### src/rtl/bitstream_decoder.sv
// Stochastic bitstream to binary converter: counts ones over a window of 2^WINDOW_BITS-1 samples
// and presents the unipolar or bipolar result through a valid/ready handshake.
module bitstream_decoder #(
   parameter int unsigned WINDOW_BITS = 4,
   parameter int unsigned BIPOLAR     = 0
) (
   input  logic                   clk,
   input  logic                   n_rst,
   input  logic                   x,
   input  logic                   start,
   input  logic                   y_ready,
   output logic                   busy,
   output logic                   y_valid,
   output logic [WINDOW_BITS:0]   y
);

   localparam int unsigned            N        = (2 ** WINDOW_BITS) - 1;
   localparam logic [WINDOW_BITS-1:0] LAST_CNT = WINDOW_BITS'(N - 1);
   localparam logic [WINDOW_BITS-1:0] CNT_ONE  = WINDOW_BITS'(1);
   localparam logic [WINDOW_BITS:0]   N_EXT    = (WINDOW_BITS + 1)'(N);

   typedef enum logic [1:0] {StIdle, StCount, StHold} state_e;

   state_e                 r_state, w_state_d;
   logic [WINDOW_BITS-1:0] r_ones, w_ones_d;
   logic [WINDOW_BITS-1:0] r_scnt, w_scnt_d;
   logic [WINDOW_BITS-1:0] w_ones_sum;
   logic [WINDOW_BITS:0]   r_y, w_y_d;
   logic [WINDOW_BITS:0]   w_result;
   logic                   r_valid, w_valid_d;

   // At most N ones are ever counted, so the sum cannot wrap.
   assign w_ones_sum = r_ones + {{(WINDOW_BITS - 1){1'b0}}, x};

   always_comb begin
      if (BIPOLAR != 0) begin
         w_result = {w_ones_sum, 1'b0} - N_EXT;
      end else begin
         w_result = {1'b0, w_ones_sum};
      end
   end

   always_comb begin
      w_state_d = r_state;
      w_ones_d  = r_ones;
      w_scnt_d  = r_scnt;
      w_y_d     = r_y;
      w_valid_d = r_valid;
      case (r_state)
         StIdle: begin
            if (start) begin
               w_ones_d  = '0;
               w_scnt_d  = '0;
               w_state_d = StCount;
            end
         end
         StCount: begin
            w_ones_d = w_ones_sum;
            w_scnt_d = r_scnt + CNT_ONE;
            if (r_scnt == LAST_CNT) begin
               w_y_d     = w_result;
               w_valid_d = 1'b1;
               w_state_d = StHold;
            end
         end
         StHold: begin
            if (y_ready) begin
               w_valid_d = 1'b0;
               if (start) begin
                  // Back-to-back window: skip the idle cycle.
                  w_ones_d  = '0;
                  w_scnt_d  = '0;
                  w_state_d = StCount;
               end else begin
                  w_state_d = StIdle;
               end
            end
         end
         default: begin
            w_state_d = StIdle;
         end
      endcase
   end

   always_ff @(posedge clk or negedge n_rst) begin
      if (!n_rst) begin
         r_state <= StIdle;
         r_ones  <= '0;
         r_scnt  <= '0;
         r_y     <= '0;
         r_valid <= 1'b0;
      end else begin
         r_state <= w_state_d;
         r_ones  <= w_ones_d;
         r_scnt  <= w_scnt_d;
         r_y     <= w_y_d;
         r_valid <= w_valid_d;
      end
   end

   assign busy    = (r_state != StIdle);
   assign y_valid = r_valid;
   assign y       = r_y;

endmodule

### config.mk
export PLATFORM = sky130hd
export DESIGN_NAME = bitstream_decoder
export DESIGN_NICKNAME = d
export VERILOG_FILES = /design/src/rtl/bitstream_decoder.sv
export SDC_FILE = /design/constraint.sdc
export NUM_CORES = 1
export LEC_CHECK = 0
export ABC_AREA = 1
export ABC_CLOCK_PERIOD_IN_PS = 1300
export CAP_MARGIN = 30
export CORE_MARGIN = 2
export CORE_UTILIZATION = 50
export DETAILED_ROUTE_END_ITERATION = 12
export GPL_ROUTABILITY_DRIVEN = 0
export PLACE_DENSITY = 0.85
export SYNTH_ARGS = -nofsm -noshare
export SYNTH_HDL_FRONTEND = slang
export SYNTH_SLANG_ARGS = --single-unit
### constraint.sdc
create_clock -name clk -period 1.3 [get_ports clk]
set_input_delay 0.325 -clock clk [delete_from_list [all_inputs] [get_ports clk]]
set_output_delay 0.325 -clock clk [all_outputs]
set_load 0.02 [all_outputs]
# --- Word level (Yosys, flattened, before mapping) ---
# Cells that the tools add are included.
classes:
  mux: 14
  eq_ne: 6
  add_sub_neg: 2
  n_reduce_logical: 8
ops:
  columns: ["cell", "count"]
  rows:
  - ["$pmux W4 S3", 2]
  - ["$mux W4", 4]
  - ["$mux W2", 3]
  - ["$ne A2 B2 Y1 const B", 3]
  - ["$pmux W2 S3", 1]
  - ["$reduce_and A3 Y1", 2]
  - ["$add A4 B1 Y4", 1]
  - ["$add A4 B1 Y4 const B", 1]
  - ["$eq A4 B4 Y1 const B", 1]
  - ["$reduce_and A2 Y1", 2]
  - ["$reduce_bool A2 Y1", 2]
  - ["$mux W1", 3]
  - ["$reduce_bool A3 Y1", 1]
  - ["$eq A2 B1 Y1 const B", 1]
  - ["$eq A2 B2 Y1 const B", 1]
  - ["$logic_not A2 Y1", 1]
  - ["$pmux W1 S2", 1]
word_totals:
  out_inout_bits: 7
  register_bits: 15
  input_bits: 5
  wordCells: 35

# --- Depth between registers and ports, before layout ---
logic_depth:
  depth_word: 3
  mapped_depth: 7
  ltp_nobuf: 7

# --- Worst setup path after synthesis ---
# OpenSTA, ideal clock, no wires.
synth_path:
  kind: "flip-flop to flip-flop"
  start: "reg r_scnt[0]"
  end: "reg r_y[3], in the netlist y[3]"
  n_path_buf: 0
  setup_time_ns: 0.118
  arrival_time_ns: 1.010
  slack_ns: 0.172
  stages_incl_launch_ff: 8
  path_cell_list: "dfrtp_1 > inv_1 > ha_1 > nand3_2 > nor2_4 > inv_2 > nand2_1 > nand2_1"
synth_via:
  elab_chain_cells: 2
synth_lines:
  columns: ["item", "line", "text"]
  rows:
  - ["from (decl)", "26", "logic [WINDOW_BITS-1:0] r_scnt, w_scnt_d;"]
  - ["from (signal assigned)", "95", "r_scnt <= w_scnt_d;"]
  - ["$eq A4 B4 Y1", "60", "if (r_scnt == LAST_CNT) begin"]
  - ["$reduce_and A2 Y1 (no line)", null, null]
  - ["to (signal assigned)", "96", "r_y <= w_y_d;"]
  - ["to (decl)", "28", "logic [WINDOW_BITS:0] r_y, w_y_d;"]
# No other way between the ends.
# A chain may end at the register's enable or synchronous reset.

# --- Final worst setup path ---
layout_path:
  start: "reg r_state[0]"
  end: "out busy"
layout_via:
  elab_chain_cells: 1
layout_lines:
  columns: ["item", "line", "text"]
  rows:
  - ["from (decl)", "24", "state_e r_state, w_state_d;"]
  - ["from (signal assigned)", "87", "r_state <= StIdle;"]
  - ["from (signal assigned)", "93", "r_state <= w_state_d;"]
  - ["$reduce_bool A2 Y1", "101", "assign busy = (r_state != StIdle);"]
  - ["to (decl)", "12", "output logic busy,"]
# No other way between the ends.

==> impl_metrics.yaml <==
status:
  outcome: "finished clean"
timing:
  fmax_mhz: 793
  rsz0062_at_grt: "yes"
  setup_tns_ns: 0
  fin_ws_ns: 0.0395
  slew_viol_final: 0
  min_period_over_period_pct: 97.0
  finalHoldViolations: 0
  skew_ns: 0.00330
  fin_crit_ns: 1.26
  setup_violations: 0
cts:
  clk_transition_reported_paths_ns: 0.09
  numClockSinks: 15
  holdBufCountCts: 0
  clk_latency_ns: 0.29
  cts_root_buffer: "clkbuf_4"
  h-tree-depth: 1
  clockBufferDepth: 2
  numCtsBuffers: 3
  cts_tree: "built"
worst_setup_path:
  rr_endpoint: "y[2]$_DFFE_PN0P_"
  crit_path_start_kind: "register"
  rrSetupSlack_ns: 0.06
  crit_arrival_ns: 0.94
  critPathRequiredTime_ns: 0.98
  r2r_start: "r_scnt[0]$_DFFE_PN0P_"
  critical_path_class: "register to primary output"
  worstPathMaxFanout: 2
  end_kind: "primary output"
  reg2reg_depth: 7
floorplan:
  die_area_sq_um: 1790
  start_util_pct: 55.2
  die_x_um: 42.4
  io-pin-count: 12
  die_h_um: 42.4
  placementRows: 13
  core-area_sq_um: 1330
power_and_ir_drop:
  pwr-share-clk_pct: 12.1
  p_sw_share_pct: 43.4
  switching_power_mw: 0.980
  power.density_nw_per_um2: 2410
  p_seq_share_pct: 38.5
  ir_drop_v: 0.00147
  internal-power_mw: 1.28
  pwr-share-comb_pct: 49.4
  power.leakage_nw: 0.515
logic_synthesis:
  synth-seq-cells: 15
  yosys-top-cells-area: "dfrtp_1 (51%), nand2_1 (21%), ha_1 (6.8%)"
  synth_nets: 97
  syn_area_per_cell_sq_um: 8.36
  synth_cell_types: 15
  synth_largest_area_cell: "dfrtp_1"
  yosys_warnings: 0
  syn_inst: 88
  synth_area_sq_um: 736
  synth_seq_area_share_pct: 51.0
  synth.top_cell.area_share_pct: 51.0
route:
  wl_mm: 1.56
  postRouteAntennaNets: 0
  drt-initial-drc-count: 20
  drt_pre_antenna_iters: 4
  vias: 664
  wire_per_inst_um: 12.2
  drc: 0
  vias_per_cell: 5.23
cells_and_area:
  final_cells: 127
  multiInputGateArea_sq_um: 334
  n_antenna_cell: 0
  final_util_pct: 70.5
  layout-drive-gt1-share_pct: 29.5
  syn2layout_area_growth_pct: 27.7
  register_area_sq_um: 375
  final_nets: 122
  num-fill-cells: 101
global_routing:
  grt_max_degree: 16
  use_met2_pct: 33.5
  grt-ovfl-total: 0
  grt_pass1_vias: 628
  grt_antenna_before_repair: 0
  grt_pass1_wl_mm: 2.55
  grt-busiest-layer: "met2"
  grt.total_usage_pct: 19.5
  met1_usage_pct: 20.4
  grtUsageMet3_pct: 6.90
min_path:
  hp-class: "input pin to async pin"
placement:
  port_buffers: 10
  dp_hpwl_mm: 1.13
  place_worst_setup_slack_ns: -0.259
  dp.cells: 118
job:
  maxCapViolCount: 0
-- routing by layer --
layer  vias up  part of all wire (%)
met5         -                     0
met4         0                   3.0
met3         7                   4.6
met2        17                    52
met1       321                    40
li1        319                     -
-- final cells by class --
cell class,instances,share of cell area [%]
Timing Repair Buffer,21,16.9
Tap cell,15,2.00
Multi-Input combinational cell,65,35.6
Sequential cell,15,39.9
Inverter,7,2.80
Clock buffer,4,2.80
-- power groups by stage --
| stage | clock [mW] | sequential (mW) | combinational (mW) |
|---|---|---|---|
| after floorplan | 0 | 0.947 | 0.560 |
| after global placement | 0 | 0.863 | 0.999 |
| after detailed placement | 0 | 0.881 | 1.08 |
| after CTS | 0.271 | 0.861 | 1.07 |
| after global routing | 0.300 | 0.894 | 1.24 |
| final | 0.274 | 0.869 | 1.12 |
-- per-stage QoR --
step	hold slack (ns)	cell area, sq um	total power, mW
floorplan	0.0294	736	1.51
global placement	0.456	892	1.86
detailed placement	0.457	892	1.96
CTS	0.351	921	2.20
global route	0.365	940	2.44
finish	0.335	940	2.26
-- cell usage in the layout, fill, tap and decap left out, types with 2 or more instances in the layout --
| master | count |
|---|---|
| inv_1 | 3 |
| clkbuf_2 | 5 |
| ha_1 | 3 |
| inv_2 | 4 |
| clkdlybuf4s50_1 | 4 |
| dfrtp_1 | 15 |
| or2_2 | 2 |
| clkbuf_4 | 3 |
| nand4_1 | 2 |
| nand3_1 | 8 |
| nand2_2 | 4 |
| nand2_1 | 40 |
| buf_4 | 11 |
-- Yosys cell counts (all sizes together) --
cell	n
buf	1
conb	1
dfrtp	15
ha	4
inv	7
nand2	44
nand3	9
nand3b	1
nand4	2
nor2	1
or2	2
xor2	1
-- worst max-delay path: stages (launching register included) --
cell	delay, ns
dfrtp_1	0.40
inv_2	0.07
nand2_2	0.05
buf_6	0.12
-- flip-flops by register name, indices dropped and copies added, names as in the netlist --
name	cells
r_ones	4
r_scnt	4
y	4
r_state	2
y_valid	1
-- worst max-delay path by stage --
stage | start | endpoint | slack, ns | cells after the start
after floorplan | r_scnt[0]$_DFFE_PN0P_ | y[3]$_DFFE_PN0P_ | 0.17 | 7
after global placement | x | r_ones[2]$_DFFE_PN0P_ | -0.22 | 6
after detailed placement | x | r_ones[2]$_DFFE_PN0P_ | -0.26 | 6
after CTS | y[0]$_DFFE_PN0P_ | y[0] | 0.001 | 1
after global routing | r_state[1]$_DFFE_PN0P_ | busy | -0.02 | 3
final | r_state[0]$_DFFE_PN0P_ | busy | 0.04 | 3
-- cells by family after synthesis --
kind of cell	synth area share [%]
xor+xnor	1.19
fa+ha+maj	6.80
buf+inv	4.59
flops	51.0
other cells	0.510
simple gates	35.9
-- repair_timing --
item,4_1_cts,5_1_grt
gates resized for setup,14,12
pin swaps,0,1
cloned,0,0
endpoints found under the hold margin,0,0
buffers inserted,1,4
setup endpoints to repair,7,9
(Power assumes the default switching activity.)
